## src/rtl/alu_mc_pkg.sv

```systemverilog
// rtl/alu_mc_pkg.sv - shared opcodes, state encoding and iterator modes for alu_mc
package alu_mc_pkg;

  localparam logic [2:0] OP_ADD  = 3'b000;
  localparam logic [2:0] OP_SUB  = 3'b001;
  localparam logic [2:0] OP_AND  = 3'b010;
  localparam logic [2:0] OP_OR   = 3'b011;
  localparam logic [2:0] OP_RSV  = 3'b100;
  localparam logic [2:0] OP_SLT  = 3'b101;
  localparam logic [2:0] OP_MULU = 3'b110;
  localparam logic [2:0] OP_DIVU = 3'b111;

  localparam logic MODE_MUL = 1'b0;
  localparam logic MODE_DIV = 1'b1;

  typedef enum logic [1:0] {
    S_IDLE = 2'd0,
    S_CALC = 2'd1,
    S_FIN  = 2'd2
  } state_t;

endpackage

```

## src/rtl/alu_mc_iter.sv

```systemverilog
// rtl/alu_mc_iter.sv - shared shift/accumulate datapath: radix-2 unsigned multiply or restoring divide
// {hi,lo} holds the running product (MUL) or remainder/quotient (DIV); one bit per step.
module alu_mc_iter
  import alu_mc_pkg::*;
#(
  parameter int WIDTH = 32
) (
  input  logic             clk,
  input  logic             rst_n,
  input  logic             mode,
  input  logic             load,
  input  logic             step,
  input  logic [WIDTH-1:0] A,
  input  logic [WIDTH-1:0] B,
  output logic [WIDTH-1:0] hi,
  output logic [WIDTH-1:0] lo
);

  logic [WIDTH-1:0] b_q;
  logic [WIDTH:0]   add_sum;
  logic [WIDTH:0]   shifted;
  logic [WIDTH:0]   trial;

  always_comb begin
    add_sum = {1'b0, hi} + (lo[0] ? {1'b0, b_q} : '0);
    shifted = {hi, lo[WIDTH-1]};
    // remainder < B keeps shifted below 2B, so trial's MSB is a clean borrow flag
    trial   = shifted - {1'b0, b_q};
  end

  always_ff @(posedge clk) begin
    if (!rst_n) begin
      hi  <= '0;
      lo  <= '0;
      b_q <= '0;
    end else if (load) begin
      hi  <= '0;
      lo  <= A;
      b_q <= B;
    end else if (step) begin
      if (mode == MODE_MUL) begin
        hi <= add_sum[WIDTH:1];
        lo <= {add_sum[0], lo[WIDTH-1:1]};
      end else if (!trial[WIDTH]) begin
        hi <= trial[WIDTH-1:0];
        lo <= {lo[WIDTH-2:0], 1'b1};
      end else begin
        hi <= shifted[WIDTH-1:0];
        lo <= {lo[WIDTH-2:0], 1'b0};
      end
    end
  end

endmodule

```

## src/rtl/alu_mc.sv

```systemverilog
// rtl/alu_mc.sv - multi-cycle ALU with start/busy/done handshake and iterative MULU/DIVU
// Optional signed-overflow output V enabled by defining ALU_MC_OVERFLOW_EN.
module alu_mc
  import alu_mc_pkg::*;
#(
  parameter int WIDTH = 32,
  parameter int CNT_W = $clog2(WIDTH) + 1
) (
  input  logic             clk,
  input  logic             rst_n,
  input  logic             start,
  input  logic             ALUSrc,
  input  logic [2:0]       ALUControl,
  input  logic [WIDTH-1:0] signimm,
  input  logic [WIDTH-1:0] RD1,
  input  logic [WIDTH-1:0] RD2,
  output logic             busy,
  output logic             done,
  output logic [WIDTH-1:0] result,
  output logic [WIDTH-1:0] hi,
  output logic             Z
`ifdef ALU_MC_OVERFLOW_EN
  ,
  output logic             V
`endif
);

  state_t           state, state_nx;
  logic [CNT_W-1:0] cnt;
  logic [2:0]       op_q;
  logic             sel_iter;
  logic [WIDTH-1:0] res_q, hi_q;
  logic             z_q;
  logic [WIDTH-1:0] opb, sum, dif, sc_res, sc_hi;
  logic [WIDTH-1:0] it_hi, it_lo;
  logic             cap, iter_op, last;

  assign opb     = ALUSrc ? signimm : RD2;
  assign sum     = RD1 + opb;
  assign dif     = RD1 - opb;
  assign cap     = (state == S_IDLE) && start;
  assign iter_op = (ALUControl == OP_MULU) || ((ALUControl == OP_DIVU) && (opb != '0));
  assign last    = (state == S_CALC) && (cnt == CNT_W'(WIDTH - 1));

  always_comb begin
    sc_res = '0;
    sc_hi  = '0;
    case (ALUControl)
      OP_ADD:  sc_res = sum;
      OP_SUB:  sc_res = dif;
      OP_AND:  sc_res = RD1 & opb;
      OP_OR:   sc_res = RD1 | opb;
      OP_SLT:  sc_res = {{(WIDTH-1){1'b0}}, ($signed(RD1) < $signed(opb))};
      OP_DIVU: begin
        sc_res = '1;
        sc_hi  = RD1;
      end
      default: sc_res = '0;
    endcase
  end

  always_ff @(posedge clk) begin
    if (!rst_n) state <= S_IDLE;
    else        state <= state_nx;
  end

  always_comb begin
    state_nx = state;
    case (state)
      S_IDLE:  if (start) state_nx = iter_op ? S_CALC : S_FIN;
      S_CALC:  if (last) state_nx = S_FIN;
      S_FIN:   state_nx = S_IDLE;
      default: state_nx = S_IDLE;
    endcase
  end

  always_ff @(posedge clk) begin
    if (!rst_n) begin
      cnt      <= '0;
      op_q     <= OP_ADD;
      sel_iter <= 1'b0;
      res_q    <= '0;
      hi_q     <= '0;
      z_q      <= 1'b0;
    end else if (cap) begin
      cnt      <= '0;
      op_q     <= ALUControl;
      sel_iter <= 1'b0;
      if (!iter_op) begin
        res_q <= sc_res;
        hi_q  <= sc_hi;
        z_q   <= (sc_res == '0);
      end
    end else if (state == S_CALC) begin
      cnt <= cnt + 1'b1;
      // outputs switch to the iterator only once its last step has landed
      if (last) sel_iter <= 1'b1;
    end
  end

  alu_mc_iter #(.WIDTH(WIDTH)) u_iter (
    .clk   (clk),
    .rst_n (rst_n),
    .mode  ((op_q == OP_DIVU) ? MODE_DIV : MODE_MUL),
    .load  (cap && iter_op),
    .step  (state == S_CALC),
    .A     (RD1),
    .B     (opb),
    .hi    (it_hi),
    .lo    (it_lo)
  );

  assign busy   = (state != S_IDLE);
  assign done   = (state == S_FIN);
  assign result = sel_iter ? it_lo : res_q;
  assign hi     = sel_iter ? it_hi : hi_q;
  assign Z      = sel_iter ? (it_lo == '0) : z_q;

`ifdef ALU_MC_OVERFLOW_EN
  logic v_q, sc_v;

  always_comb begin
    sc_v = 1'b0;
    if (ALUControl == OP_ADD)
      sc_v = (RD1[WIDTH-1] == opb[WIDTH-1]) && (sum[WIDTH-1] != RD1[WIDTH-1]);
    else if (ALUControl == OP_SUB)
      sc_v = (RD1[WIDTH-1] == ~opb[WIDTH-1]) && (dif[WIDTH-1] != RD1[WIDTH-1]);
  end

  always_ff @(posedge clk) begin
    if (!rst_n)                v_q <= 1'b0;
    else if (cap && !iter_op)  v_q <= sc_v;
  end

  assign V = sel_iter ? ((op_q == OP_MULU) && (it_hi != '0)) : v_q;
`endif

endmodule

```

## config.mk

```make
export PLATFORM = sky130hd
export DESIGN_NAME = alu_mc
export DESIGN_NICKNAME = d
export VERILOG_FILES = /design/src/rtl/alu_mc_pkg.sv /design/src/rtl/alu_mc_iter.sv /design/src/rtl/alu_mc.sv
export SDC_FILE = /design/constraint.sdc
export NUM_CORES = 1
export LEC_CHECK = 0
export CAP_MARGIN = 20
export CORE_MARGIN = 2
export CORE_UTILIZATION = 48
export CTS_CLUSTER_DIAMETER = 100
export CTS_CLUSTER_SIZE = 14
export DETAILED_ROUTE_END_ITERATION = 7
export GPL_ROUTABILITY_DRIVEN = 0
export PLACE_DENSITY_LB_ADDON = 0.05
export SLEW_MARGIN = 15
export SYNTH_ARGS = -nofsm -noshare
export SYNTH_HDL_FRONTEND = slang
export SYNTH_SLANG_ARGS = --single-unit
```

## constraint.sdc

```tcl
create_clock -name clk -period 5.95 [get_ports clk]
set_input_delay 1.4875 -clock clk [delete_from_list [all_inputs] [get_ports clk]]
set_output_delay 1.4875 -clock clk [all_outputs]
set_load 0.03 [all_outputs]
```

After elaboration in Yosys (flattened, before gate mapping). Index checks and enable logic that the tools add are counted.

Register bits: 173. Word-level logic and storage cells: 67. Bits of input ports: 103. Output and inout bits: 67.

Muxes and demuxes: 18. Reductions and logical operators: 17. $lt $le $gt $ge: 1. $add $sub $neg: 5. Bitwise operators: 4. Eq/ne operators: 12.

Operators by type and width (count): 32-bit 2-to-1 mux (10); 32-bit case mux with 6 select lines (1); 32-bit logical NOT (2); 32-bit by 33-bit adder with 33-bit output (1); 33-bit by 32-bit subtractor with 33-bit output (1); 32-bit adder (1); 32-bit bitwise AND (1); 32-bit less-than comparator (1); 32-bit bitwise OR (1); 32-bit nonzero test (1); 32-bit subtractor (1); 3-bit equality test, second input constant (4); 6-bit by 1-bit adder with 6-bit output, second input constant (1); 3-bit by 2-bit equality test with 1-bit output, second input constant (2); 6-bit by 5-bit equality test with 1-bit output, second input constant (1); 2-bit 2-to-1 mux (3); 2-bit AND reduction (3); 1-bit logical AND (4); 2-bit inequality test, second input constant (2); 2-bit case mux with 2 select lines (1); 2-bit nonzero test (2); 2-bit OR reduction (2); 3-bit by 1-bit equality test with 1-bit output, second input constant (1); 3-bit logical NOT (1); other kinds (6) (9).

Longest topological paths before layout.
Depth in word-level cells: 7. Mapped depth: 17. Depth with buffers taken out: 15.

Cells and area by module. Synthesis repeated with hierarchy kept, for this count alone.

Cell total of the unflattened synthesis: 2413. Area total of the unflattened synthesis: 18087.3 um^2.

By module, submodules not included: alu_mc (cells an instance 1341, sequential area each 1541.5 um^2, area each 9715.6 um^2, instances 1); alu_mc_iter (cells an instance 1072, sequential area each 1921.8 um^2, area each 8371.8 um^2, instances 1).

Least setup slack after synthesis. No wires, ideal clock.

Path type: input to register. From: in ALUSrc. To: reg z_q. Arrival time: 5.626 ns. Cell stages on the path: 17. Path slack: 0.240 ns. Cell sequence: clkbuf_1 -> buf_1 -> mux2i_1 -> inv_1 -> ha_1 -> fa_1 -> a21o_1 -> a2111oi_2 -> o21ai_0 -> a21boi_0 -> a311o_1 -> o21ai_0 -> and4_1 -> a221o_1 -> nor4_1 -> nand4_1 -> o31ai_2.

Word-level cells in the longest chain between the ends: 6. Elaborated cells on any way between the ends: 13. Classes of those cells: add/sub (2); order compare (1); mux (2); bitwise (3); reduce/logical (5).

RTL lines: from (decl) (line alu_mc.sv:12) `input logic ALUSrc,`; 32-bit 2-to-1 mux (*) (line alu_mc.sv:38) `assign opb = ALUSrc ? signimm : RD2;`; via opb[0] (line alu_mc.sv:34) `logic [WIDTH-1:0] opb, sum, dif, sc_res, sc_hi;`; parallel branches: the longest is 5 deep, another holds 32-bit subtractor; to (signal assigned) (line alu_mc.sv:92) `z_q <= (sc_res == '0);`; to (decl) (line alu_mc.sv:33) `logic z_q;`.

Mark *: on every way through the listed nets, which the timed path passes. A chain may end at the register's enable or synchronous reset.

Final worst setup path.
From: in signimm[0]. To: reg z_q.

Word-level cells in the longest chain between the ends: 6. Elaborated cells on any way between the ends: 13. Classes of those cells: add/sub (2); order compare (1); mux (2); bitwise (3); reduce/logical (5).

RTL lines: from (decl) (line alu_mc.sv:14) `input logic [WIDTH-1:0] signimm,`; 32-bit 2-to-1 mux (*) (line alu_mc.sv:38); via opb[0] (line alu_mc.sv:34); parallel branches: the longest is 5 deep, another holds 32-bit subtractor.

Marks and branches as above.

==> results.cfg <==
[outcome]
status = complete, no violations

[critical_path]
cp_data_required_time_ns = 6.32
worstSetupStartpointType = input pin
worst-path-max-fanout = 4
crit_type = input pin to register
crit_arrival_ns = 5.92
cp-end-kind = register

[power]
net-switching-power_uw = 1490
power.internal_uw = 2600
p_leak_uw = 0.00851
pwr-share-clk_pct = 29.9
ir_worst_vdd_uv = 204
power_density_nw_per_um2 = 203
comb_power_share_pct = 39.2
p_total_uw = 4090
p_seq_share_pct = 30.9
swShare_pct = 36.3

[global_routing]
first_global_vias = 16800
grt-ovfl-total = 0
grt_pass1_wl_mm = 96.1
grt_max_degree = 67
groute.usage.overall_pct = 33.5
antenna_found_initial = 1

[layout]
final_util_pct = 58.3
fillers = 3275
multi_input_area_sq_um = 12400
diodes = 0
area_growth_pct = 19.3
ff_latch_area_sq_um = 3460
drive_gt1_share_pct = 10.2
nets = 2702

[clocking]
tritoncts = done
h-tree-depth = 4
hold_buffers = 0
post_cts_resized = 0
root_buffer = clkbuf_16
postCtsSetupRepairBufs = 0
numCtsBuffers = 17
clk_transition_reported_paths_ns = 0.07
clk_latency_ns = 0.45
clock_sinks = 173
cts.path.max_buffers = 2

[logic_synthesis]
synth-simple-area-share_pct = 20.2
avgSynthCellArea_sq_um = 7.47
synth-adder-area-share_pct = 12.8
ys_ff_latch = 173
synth_top_family_by_area = compound AO/OA/AOI/OAI gates
synth_edf_count = 0
synth_area_leader_cell = dfxtp_1
synth_area_sq_um = 16900
muxShareOfSynthArea_pct = 7.22
synthXorXnorAreaFrac_pct = 4.14
synthCells = 2264
yosysWarnings = 0
synth_ff_type = dfxtp_1
synth_compound_gate_area_share_pct = 28.7
yosys.area.top_type_share_pct = 20.5
synth_cell_types = 85
synthArstFlopShare_pct = 0
synth_sequential_area_ratio_pct = 20.5
syn-num-nets = 2538
synth.area.top_cells = dfxtp_1 20%, ha_1 12%, a21oi_1 7.2%

[floorplan]
initial_utilization_pct = 48.9
dieArea_sq_um = 36800
core_area_sq_um = 34600
floorplan.rows = 68
die_w_um = 192
num_io_pins = 170
die_h_um = 192

[routing]
drt_wl_total_mm = 62.5
drtIter0Drc = 2278
dr.pass1.iters = 7
viasPerCell = 6.26
drc = 0
wl_per_cell_um = 21.6
num_vias = 18100
antenna_left = 0

[timing]
hold_viol = 0
skew_ns = 0.0118
timing.hold.ws_ns = 0.448
fmax_mhz = 180
tns_ns = 0
rsz0062_at_grt = false
fin_crit_ns = 5.55
finalMaxSlewViolations = 0
finalCritPeriodShare_pct = 93.4
max-slew-margin-rel_pct = 27.9
worst_pin_slew_ns = 1.05
setup_viol = 0
layout_setup_ws_ns = 0.396

[place]
pre_cts_ws_ns = 0.0634
dp_hpwl_mm = 48.3
io_buffers = 169

[hold_path]
min_path_type = register to register

[run]
drv_cap = 0
==> critical path, stage by stage <==
cell and delay [ns]:
clkdlybuf4s50_1 0.46, mux2i_1 0.18, buf_4 0.15, inv_1 0.06
buf_4 0.12, ha_1 0.19, fa_1 0.39, nor2_1 0.16
o311a_1 0.32, o2111ai_1 0.29, and3_1 0.27, o31ai_1 0.45
nand4b_1 0.18, and4_1 0.19, a221o_1 0.32, nor4_1 0.26
nand4_1 0.18, o31ai_2 0.25
==> layout by cell type (no fill, tap or decap), drive strengths merged, types with 72 or more instances in the layout <==
master	count
buf	112
dfxtp	173
nor2	201
clkdlybuf4s50	167
a21oi	243
mux2	72
o21ai	116
ha	167
nand2	183
inv	150
==> cells in the mapped netlist (7+ instances only) <==
| cell type | count |
|---|---|
| xnor2_1 | 46 |
| mux2_2 | 72 |
| a221oi_1 | 41 |
| o221ai_1 | 11 |
| a211o_1 | 8 |
| a221o_1 | 7 |
| a22o_1 | 8 |
| or3_1 | 16 |
| o211ai_1 | 14 |
| nor2_1 | 200 |
| buf_1 | 16 |
| nor3_1 | 54 |
| a211oi_1 | 63 |
| a31o_2 | 7 |
| a21o_1 | 54 |
| o211a_1 | 9 |
| nand2_1 | 183 |
| or4_1 | 7 |
| dfxtp_1 | 173 |
| mux2i_1 | 41 |
| a31oi_1 | 22 |
| clkbuf_1 | 110 |
| o21bai_1 | 16 |
| a311oi_1 | 15 |
| and2_1 | 37 |
| a22oi_1 | 9 |
| ha_1 | 167 |
| nor4_1 | 33 |
| nand2b_1 | 28 |
| nand3_1 | 62 |
| inv_1 | 148 |
| xor2_1 | 34 |
| o21a_1 | 19 |
| and3_1 | 20 |
| o31ai_1 | 21 |
| nand4_1 | 19 |
| a21oi_1 | 243 |
| nor2b_1 | 20 |
| o21ai_0 | 110 |
==> power groups by stage <==
stage          Sequential (uW)  Combinational [uW]  Clock, uW
6_report                  1260                1600       1220
4_1_cts                   1260                1570       1230
2_1_floorplan             1260                1040          0
3_5_place_dp              1290                1560          0
3_3_place_gp              1290                1550          0
5_1_grt                   1270                1730       1280
==> kinds of logic after synthesis <==
family                     after synthesis
xor gates and xnor gates                80
muxes                                  113
adders and majority gates              171
AOI/OAI and AO/OA                      732
DFF                                    173
and+or+nand+nor                        710
buffers and inverters                  285
==> metrics by stage <==
stage	cells	instance area, sq um
finish	2895	20200
global route	2895	20200
CTS	2895	20200
detailed placement	2864	19600
global placement	2864	19600
floorplan	2264	16900
==> registers in the layout, summed over array words and instances (netlist names), 2 cells and up <==
| register | cells |
|---|---|
| cnt | 6 |
| u_iter.b_q | 32 |
| hi_q | 32 |
| op_q | 3 |
| res_q | 32 |
| state | 2 |
| u_iter.lo | 32 |
| u_iter.hi | 32 |
==> final cells by class <==
type | instances | area share (%)
clock inverters | 9 | 0.787
well taps | 455 | 2.82
repair buffers | 279 | 12.5
flip-flops and latches | 173 | 17.2
clock buffers | 22 | 2.35
inverters | 151 | 2.82
multi-input cells | 1806 | 61.5
==> routing by layer <==
layer / vias up / GRT usage, % / part of all wire (%)
li1: 8578 / - / -
met1: 8550 / 45.5 / 44
met2: 881 / 52.9 / 44
met3: 125 / 5.92 / 8.4
met4: 2 / 12.5 / 3.5
met5: - / 0 / 0.019
==> path summary, 6_finish.rpt <==
path | cells after the start | slack [ns] | endpoint | startpoint
min reg2reg | 2 | 0.45 | hi_q[21] | hi_q[21]
max | 18 | 0.40 | z_q | signimm[0]
max reg2reg | 15 | 0.93 | u_iter.hi[7] | u_iter.lo[31]
min | 2 | 0.45 | hi_q[21] | hi_q[21]
(Power assumes the default switching activity.)
